===== src/rtl/multi_decimate_pack_if.sv =====
// rtl/multi_decimate_pack_if.sv - sample/byte handshake bundle for multi_decimate_pack
interface multi_decimate_pack_if #(
    parameter int CHANNELS = 8,
    parameter int FACTOR_W = 8
);
    logic [CHANNELS-1:0]   sample_in;
    logic                  sample_valid;
    logic                  sample_ready;
    logic                  mode;
    logic [FACTOR_W-1:0]   factor;
    logic                  flush;
    logic [7*CHANNELS-1:0] byte_out;
    logic                  byte_valid;
    logic                  byte_ready;

    modport master (
        output sample_in, sample_valid, mode, factor, flush, byte_ready,
        input  sample_ready, byte_out, byte_valid
    );

    modport slave (
        input  sample_in, sample_valid, mode, factor, flush, byte_ready,
        output sample_ready, byte_out, byte_valid
    );
endinterface


===== src/rtl/multi_decimate_pack.sv =====
// rtl/multi_decimate_pack.sv - multi-channel stretch/decimate packer into 7-pixel HIRES bytes
// Optional GLITCH_CAPTURE_EN: decimate windows report any toggle as an inverted pixel.
module multi_decimate_pack #(
    parameter int CHANNELS = 8,
    parameter int FACTOR_W = 8
) (
    input logic clk,
    input logic rst,
    multi_decimate_pack_if.slave bus
);
    localparam int BW = 7 * CHANNELS;

    logic [2:0]          bit_pos;
    logic [BW-1:0]       accum;
    logic [BW-1:0]       accum_w;
    logic [BW-1:0]       byte_q;
    logic                byte_valid_q;
    logic [FACTOR_W-1:0] pix_cnt;
    logic [FACTOR_W-1:0] dec_cnt;
    logic [FACTOR_W-1:0] fmax;
    logic                flush_pend;
    logic [CHANNELS-1:0] latch;
    logic [CHANNELS-1:0] keep_pix;
    logic                slot_ok, adv, ready_w, accept, emit, flush_exec, dec_keep;

    always_comb begin
        fmax       = (bus.factor == '0) ? FACTOR_W'(1) : bus.factor;
        slot_ok    = !byte_valid_q || bus.byte_ready;
        adv        = (pix_cnt != '0) && (bit_pos != 3'd6 || slot_ok);
        ready_w    = !rst && !flush_pend &&
                     (pix_cnt == '0 || (pix_cnt == FACTOR_W'(1) && adv));
        accept     = bus.sample_valid && ready_w;
        emit       = adv && (bit_pos == 3'd6);
        flush_exec = flush_pend && (pix_cnt == '0) && slot_ok;
        dec_keep   = (bus.factor <= FACTOR_W'(1)) || (dec_cnt == fmax - FACTOR_W'(1));
        accum_w    = accum;
        for (int c = 0; c < CHANNELS; c++) begin
            for (int b = 0; b < 7; b++) begin
                if (3'(b) == bit_pos) accum_w[7*c+b] = latch[c];
            end
        end
    end

`ifdef GLITCH_CAPTURE_EN
    logic [CHANNELS-1:0] last_pix;
    logic [CHANNELS-1:0] win_seen;
    logic [CHANNELS-1:0] win_now;

    always_comb begin
        win_now  = win_seen | (bus.sample_in ^ last_pix);
        keep_pix = (win_now & ~last_pix) | (~win_now & bus.sample_in);
    end

    always_ff @(posedge clk) begin
        if (rst || flush_exec) begin
            last_pix <= '0;
            win_seen <= '0;
        end else if (accept && bus.mode) begin
            if (dec_keep) begin
                last_pix <= keep_pix;
                win_seen <= '0;
            end else begin
                win_seen <= win_now;
            end
        end
    end
`else
    always_comb keep_pix = bus.sample_in;
`endif

    always_ff @(posedge clk) begin
        if (rst) begin
            bit_pos      <= '0;
            accum        <= '0;
            byte_q       <= '0;
            byte_valid_q <= 1'b0;
            pix_cnt      <= '0;
            dec_cnt      <= '0;
            flush_pend   <= 1'b0;
            latch        <= '0;
        end else begin
            flush_pend <= bus.flush || (flush_pend && !flush_exec);

            if (emit || (flush_exec && bit_pos != 3'd0)) begin
                byte_q       <= emit ? accum_w : accum;
                byte_valid_q <= 1'b1;
            end else if (bus.byte_ready) begin
                byte_valid_q <= 1'b0;
            end

            if (adv) begin
                pix_cnt <= pix_cnt - FACTOR_W'(1);
                if (bit_pos == 3'd6) begin
                    accum   <= '0;
                    bit_pos <= '0;
                end else begin
                    accum   <= accum_w;
                    bit_pos <= bit_pos + 3'd1;
                end
            end

            if (flush_exec) begin
                accum   <= '0;
                bit_pos <= '0;
                dec_cnt <= '0;
            end

            // Accept overrides the adv decrement: it only fires once pix_cnt reaches 0.
            if (accept) begin
                if (!bus.mode) begin
                    latch   <= bus.sample_in;
                    pix_cnt <= fmax;
                    dec_cnt <= '0;
                end else if (dec_keep) begin
                    latch   <= keep_pix;
                    pix_cnt <= FACTOR_W'(1);
                    dec_cnt <= '0;
                end else begin
                    dec_cnt <= dec_cnt + FACTOR_W'(1);
                end
            end
        end
    end

    assign bus.sample_ready = ready_w;
    assign bus.byte_out     = byte_q;
    assign bus.byte_valid   = byte_valid_q;
endmodule


===== src/flat_wrapper.sv =====
// flat-port wrapper written by rule: the top's interface ports become plain ports
module multi_decimate_pack_flat 
#(
    parameter int CHANNELS = 8,
    parameter int FACTOR_W = 8
)
  (clk, rst, bus_sample_in, bus_sample_valid, bus_mode, bus_factor, bus_flush, bus_byte_ready, bus_sample_ready, bus_byte_out, bus_byte_valid);
  multi_decimate_pack_if #(.CHANNELS(CHANNELS), .FACTOR_W(FACTOR_W)) bus_i ();
  input logic clk;
  input logic rst;
  input wire logic [$bits(bus_i.sample_in)-1:0] bus_sample_in;
  input wire logic [$bits(bus_i.sample_valid)-1:0] bus_sample_valid;
  input wire logic [$bits(bus_i.mode)-1:0] bus_mode;
  input wire logic [$bits(bus_i.factor)-1:0] bus_factor;
  input wire logic [$bits(bus_i.flush)-1:0] bus_flush;
  input wire logic [$bits(bus_i.byte_ready)-1:0] bus_byte_ready;
  output wire logic [$bits(bus_i.sample_ready)-1:0] bus_sample_ready;
  output wire logic [$bits(bus_i.byte_out)-1:0] bus_byte_out;
  output wire logic [$bits(bus_i.byte_valid)-1:0] bus_byte_valid;
  assign bus_i.sample_in = bus_sample_in;
  assign bus_i.sample_valid = bus_sample_valid;
  assign bus_i.mode = bus_mode;
  assign bus_i.factor = bus_factor;
  assign bus_i.flush = bus_flush;
  assign bus_i.byte_ready = bus_byte_ready;
  assign bus_sample_ready = bus_i.sample_ready;
  assign bus_byte_out = bus_i.byte_out;
  assign bus_byte_valid = bus_i.byte_valid;
  multi_decimate_pack #(.CHANNELS(CHANNELS), .FACTOR_W(FACTOR_W)) u_core (.clk(clk), .rst(rst), .bus(bus_i));
endmodule

===== config.mk =====
export PLATFORM = sky130hd
export DESIGN_NAME = multi_decimate_pack_flat
export DESIGN_NICKNAME = d
export VERILOG_FILES = /design/src/rtl/multi_decimate_pack_if.sv /design/src/rtl/multi_decimate_pack.sv /design/src/flat_wrapper.sv
export SDC_FILE = /design/constraint.sdc
export NUM_CORES = 1
export LEC_CHECK = 0
export BUFFER_PORTS_ARGS = -buffer_cell sky130_fd_sc_hd__clkbuf_2
export CAP_MARGIN = 20
export CORE_ASPECT_RATIO = 1.4
export CORE_MARGIN = 4
export CORE_UTILIZATION = 50
export DETAILED_ROUTE_END_ITERATION = 7
export PLACE_DENSITY = 0.71
export SLEW_MARGIN = 30
export SYNTH_ARGS = -nofsm -noshare
export SYNTH_HDL_FRONTEND = slang
export SYNTH_SLANG_ARGS = --single-unit

===== constraint.sdc =====
create_clock -name clk -period 5.1 [get_ports clk]
set_clock_uncertainty 0.2 [all_clocks]
set_input_delay 0.255 -clock clk [delete_from_list [all_inputs] [get_ports clk]]
set_output_delay 0.255 -clock clk [all_outputs]
set_load 0.01 [all_outputs]

==> metrics.txt, run 1 <==
antenna-violating nets left 0; share of the synthesized area in the top cell type 49.2%; share of cells above drive strength 1 16.7%; cell with the most instances after synthesis dfxtp_1; Hold Buf Count CTS 16; IO buf count 79; cell taking the most area after synthesis dfxtp_1; Cells after DPL roughly 850; Die W 98.5 um; clock group share of total power 38.5%; Post-synth EDFFs 0; Setup TNS 0 ns; initial antenna violation count 0; total grt overflow 0; Util after Layout 61.3%; clk slew on worst S/H paths 0.06 ns; WL final 13900 um; cell row count between 40 and 50; startpoint types input pin; HPWL after detailed placement 9600 um; worst skew pair latency a little over 0.4 ns; sequential share of the synthesized area 49.2%; crit share post-route 69.5%; worst slew pin tran 1.00 ns; count of cell types in the netlist 52; Async SR Flop Fraction 0%; fmax roughly 0.28 GHz; multi-input logic area 2710 um^2; largest net degree at the start of global routing 47; Yosys warnings 0; total CTS buffers 17; top cells by area, synth dfxtp_1 (49%), nand2_1 (7.1%), a22oi_1 (6.3%), nor2_1 (6.0%), a21oi_1 (4.2%); Lkg Pwr 2.68 nW; PwrDens 451 nW/um^2; Initial Utilization 50.8%; status completed; GP Congestion 0.902; vias in the first global route 4891; Cells after Synth roughly 660; Layout Nets 764; vias per inst roughly 5.6; Post-Syn Area per Cell 8.63 um^2; Hold Path Class in2reg; Layout Cells excl Fill 894; Clock Sinks 141; Primary FF master, synth dfxtp_1; Slew Limit Fails 0; Post-CTS Resized 0; Vias 4973; RSZ-0062 raised after global routing no; Pint 2.12 mW; Fill cells 1027; Register Area ~2800 um^2; per-cell routed wire length 15.5 um; Setup crit end kind register; Logic pwr share 22.7%; CTS max path bufs 2; first-pass GRT wire length approximately 23000 um; Max FO, Critical Path 13; FF-to-FF setup slack 2.14 ns; CTS tree yes; post-CTS setup buffer count 0; sequential share of power 38.8%; flip-flop and latch count after synthesis 141; Netlist Area Pre-Place 5730 um^2; root buffer cell clkbuf_16; DRC viols 0; Setup-failing EPs final 0; Syn Nets 691; H-tree Lvls 4; Max Cap Viol 0; Fin. Hold Viols 0; slew margin rel. 32.9%; most instantiated cells after synthesis dfxtp_1 (141), nand2_1 (108), nor2_1 (91); CP Data Required Time 5.24 ns; minimum clock period 3.55 ns; area delta synth->final 20.7%; io pins 80; Critical Path AT 3.69 ns; switch share between 30 and 40%; Core Footprint 11300 um^2; Die Span Y about 130 um; Crit Path Category in2reg; Net Switching approximately 1.0 mW; Antenna diodes 0; Design Area, Final 6920 um^2; Die Area 13300 um^2; Worst VDD drop 0.301 mV; dpl cell area 6160 um^2; DR iter-0 viols 238; 1st-pass router iterations 4; GR Util All Layers 21.1%
state kept, by name, summed over array words and instances (netlist names):
| register | cells |
|---|---|
| u_core.flush_pend | 1 |
| u_core.dec_cnt | 8 |
| u_core.pix_cnt | 8 |
| u_core.bit_pos | 3 |
| u_core.bus.byte_out | 56 |
| u_core.bus.byte_valid | 1 |
| u_core.accum | 56 |
| u_core.latch | 8 |
cells in the final DEF, fill, tap and decap left out, types with 4 or more instances in the layout:
| cell | n |
|---|---|
| dfxtp_1 | 141 |
| nand2_1 | 108 |
| nor2_1 | 91 |
| clkbuf_2 | 79 |
| a21oi_1 | 48 |
| a22oi_1 | 48 |
| nand2b_1 | 20 |
| mux2i_1 | 17 |
| clkbuf_16 | 17 |
| dlygate4sd3_1 | 16 |
| and2_1 | 14 |
| inv_1 | 9 |
| o21ai_0 | 9 |
| a211oi_1 | 8 |
| nor2b_1 | 8 |
| xnor2_1 | 8 |
| o21ai_1 | 6 |
| a222oi_1 | 6 |
| xor2_1 | 6 |
| nor3_1 | 5 |
| o31ai_1 | 5 |
| o211ai_1 | 5 |
| ha_1 | 5 |
| nand3b_1 | 4 |
| or3_1 | 4 |
| nand3_1 | 4 |
| clkinv_2 | 4 |
| buf_4 | 4 |
routing by layer:
layer  part of all wire, %  track usage (%)  up-vias  wire length (um)
li1                      -                -     2457                 -
met2                    51             36.3      143              7010
met5                     0                0        -                 0
met4                   1.9             8.73        0               267
met3                   5.0             4.86       26               690
met1                    42             25.4     2347              5890
critical path, stage by stage:
cell           delay, ns
dlygate4sd3_1       0.54
clkbuf_2            0.16
nor4_4              0.39
a21oi_2             0.12
ha_1                0.29
nor2b_1             0.16
o311a_1             0.33
o41a_4              0.55
nor3b_4             0.63
mux2i_1             0.26
final cells by class:
class	instances	share of cell area, %
clock inverters	10	1.65
well taps	144	2.61
multi-input cells	469	39.1
inverters	9	0.489
flip-flops and latches	141	40.8
clock buffers	22	6.86
repair buffers	99	8.47
logic make-up after synthesis:
logic type | share of synthesized area, %
AND/OR/NAND/NOR | 22.2
buffers and inverters | 3.84
flip-flops | 49.2
AO/OA/AOI/OAI | 18.5
XOR/XNOR | 2.14
multiplexers | 2.97
adder cells (fa/ha/maj) | 1.09
power by group through the flow:
stage	sequential (mW)	clock, mW	combinational [mW]
finish	1.21	1.20	0.708
global route	1.22	1.27	0.773
CTS	1.21	1.22	0.698
detailed placement	1.23	0	0.682
global placement	1.23	0	0.668
floorplan	1.20	0	0.520
path summary, 6_finish.rpt:
| check | depth (start not counted) | endpoint | startpoint |
|---|---|---|---|
| max | 10 | u_core.latch[4] | bus_factor[7] |
| min | 4 | u_core.pix_cnt[4] | bus_mode |
| max reg2reg | 7 | u_core.bus.byte_out[21] | u_core.pix_cnt[2] |
| min reg2reg | 2 | u_core.bus.byte_out[43] | u_core.bus.byte_out[43] |
stage by stage:
| stage | total power, mW | hold slack, ns | worst slack, ns |
|---|---|---|---|
| 2_1_floorplan | 1.72 | 0.163 | 2.24 |
| 3_3_place_gp | 1.90 | 0.243 | 1.82 |
| 3_5_place_dp | 1.92 | 0.247 | 1.68 |
| 4_1_cts | 3.13 | 0.0462 | 1.56 |
| 5_1_grt | 3.27 | 0.0928 | 1.36 |
| 6_report | 3.12 | 0.0622 | 1.55 |
(Power assumes the default switching activity.)
==> run 2: changes to the inputs <==
- ABC_AREA: not set -> 1
- PLACE_DENSITY: 0.71 -> 0.73
- clock period: 5.1 -> 2.91 ns (I/O delays scaled with it)
==> run 2 against run 1 <==
  * Synthesized area increased by 14%
  * First-iteration DRC count rose by 25%
  * Die area rose by 13%
  * Sequential share of layout area fell by 4.7 points
  * Clock-buffer cell count decreased by 1
  * Cell area rose by 13%
  * Highest routed layer unchanged
==> metrics.txt, run 2 <==
FF-to-FF Start u_core.pix_cnt[5]; slew margin rel. between 50 and 60%; area delta synth->final 20.2%; GR Util All Layers 22.5%; Async SR Flop Fraction 0%; CTS max path bufs 2; Util after Layout 61.0%; antenna-violating nets left 0; Cells after Synth 907; RSZ-0062 raised after global routing no; Setup-failing EPs final 0; Setup TNS 0 ns; Fin. Hold Viols 0; root buffer cell clkbuf_16; commonest non-fill, non-tap cells in the layout nand2_1 (325), dfxtp_1 (141), a21oi_1 (104); count of cell types in the netlist 39; FF-to-FF setup slack approximately 0.31 ns; cell with the most instances after synthesis nand2_1; Slew Limit Fails 0; cell taking the most area after synthesis dfxtp_1; first-pass GRT wire length 27400 um; per-cell routed wire length 14.0 um; largest net degree at the start of global routing 58; Layout Nets 1020; clk slew on worst S/H paths about 0.050 ns; status completed; WL final 16200 um; total grt overflow 0; most common cell after layout, fill and taps aside nand2_1; share of the synthesized area in the top cell type 43.4%; Die Area 14900 um^2; PwrDens 753 nW/um^2; Worst VDD drop 0.520 mV; Antenna diodes 0; Max FO, Critical Path 13; 1st-pass router iterations 5; flip-flop and latch count after synthesis 141; Critical Path AT 2.72 ns; Initial Utilization 50.8%; IO buf count 79; most instantiated cells after synthesis nand2_1 (325), dfxtp_1 (141), a21oi_1 (104); Register Area roughly 2800 um^2; HPWL after detailed placement 10700 um; Lkg Pwr around 3.1 nW; cell row count 49; share of cells above drive strength 1 17.2%; worst skew pair latency 0.42 ns; Post-Syn Area per Cell 7.17 um^2; WHS Endpoint u_core.pix_cnt[0]; worst slew pin tran between 0.7 and 0.8 ns; Crit Path Category in2reg; final hold slack 0.0192 ns; DR iter-0 viols 297; Yosys warnings 0; crit share post-route 91.1%; vias per inst 5.21; vias in the first global route 5839; total power between 5 and 6 mW; H-tree Lvls 4; top cells by area, synth dfxtp_1 (43%), nand2_1 (19%), a21oi_1 (8.0%), o21ai_0 (4.7%), inv_1 (3.4%); Hold Path Class in2reg; startpoint types input pin; Max Cap Viol 0; Setup crit end kind register; total CTS buffers 17; CTS tree yes; Die W 104 um; Post-synth EDFFs 0; fmax 0.377 GHz; Primary FF master, synth dfxtp_1; Vias slightly above 6000; CP Data Required Time 2.98 ns; Core Footprint 12800 um^2; Netlist Area Pre-Place ~6500 um^2; minimum clock period 2.65 ns; io pins 80; Die Span Y 143 um; Post-CTS Resized 0; worst r2r dst u_core.pix_cnt[3]; GP Congestion 0.916; initial antenna violation count 0; DRC viols 0; worst hold stages 5; hold_sp bus_factor[0]; Syn Nets between 900 and 1000; sequential share of the synthesized area 43.4%; multi-input logic area 3170 um^2; reg2reg path depth 12; Clock Sinks between 100 and 150; Fill cells between 1000 and 1500
## run 2: final cells by class
cell class                      instances  area share, %
Clock buffer                           21           6.01
Clock inverter                         10           2.08
Inverter                               71           3.45
Multi-Input combinational cell        648           40.5
Sequential cell                       141           36.1
Tap cell                              153           2.45
Timing Repair Buffer                  114           9.40
## run 2: metrics by stage
stage	area [um^2]	std cells	setup slack, ns
finish	7820	1158	0.260
floorplan	6510	907	0.710
global placement	6920	1100	0.460
detailed placement	6920	1100	0.393
global route	7820	1158	0.0428
CTS	7820	1157	0.269
## run 2: what timing repair did
item / in CTS / in global routing
setup buffers: 0 / 1
hold endpoints to repair: 22 / 0
hold buffers: 26 / 0
endpoints found under the setup margin: 0 / 1
## run 2: cells by family (layout without fill, tap and decap cells)
logic type / count (synthesis) / in the layout / share of synthesized area [%]
compound gates: 192 / 192 / 15.9
xor+xnor: 18 / 18 / 2.42
fa+ha+maj: 5 / 5 / 0.961
buf+inv: 118 / 216 / 7.96
flops: 141 / 141 / 43.4
simple gates: 433 / 433 / 29.4
## run 2: worst max-delay path, stage by stage
cell and delay [ns]:
dlygate4sd3_1 0.55, clkbuf_2 0.15, nor2_4 0.16, nand2_2 0.09, nor2_4 0.14, nor2_4 0.07, ha_1 0.30, xor2_1 0.13
nand3_1 0.09, nor2_1 0.09, nand2_1 0.07, nor2_2 0.15, nand3_4 0.13, nand2_8 0.12, nand2_8 0.14, nand2_1 0.11
a21oi_1 0.06
## run 2: worst max-delay path by stage
stage	start	endpoint	slack [ns]
after global placement	bus_factor[2]	u_core.pix_cnt[5]	0.46
after CTS	bus_factor[7]	u_core.pix_cnt[3]	0.27
final	bus_factor[1]	u_core.pix_cnt[3]	0.26
after floorplan	bus_factor[1]	u_core.latch[0]	0.71
after global routing	bus_factor[1]	u_core.pix_cnt[3]	0.04
after detailed placement	bus_factor[7]	u_core.pix_cnt[3]	0.39
## run 2: layer usage
| metal | GRT usage [%] | wire length, um |
|---|---|---|
| met1 | 25.2 | 6600 |
| met4 | 11.8 | 612 |
| met5 | 0 | 0 |
| met2 | 40.0 | 8090 |
| met3 | 4.88 | 867 |
## run 2: where the power goes
part | internal, mW | switching, mW | leakage (nW) | total, mW
sequential | 2.03 | 0.0884 | 1.14 | 2.12
clock | 1.50 | 0.800 | 0.305 | 2.30
combinational | 0.427 | 1.05 | 1.63 | 1.47
total | 3.96 | 1.93 | 3.08 | 5.89
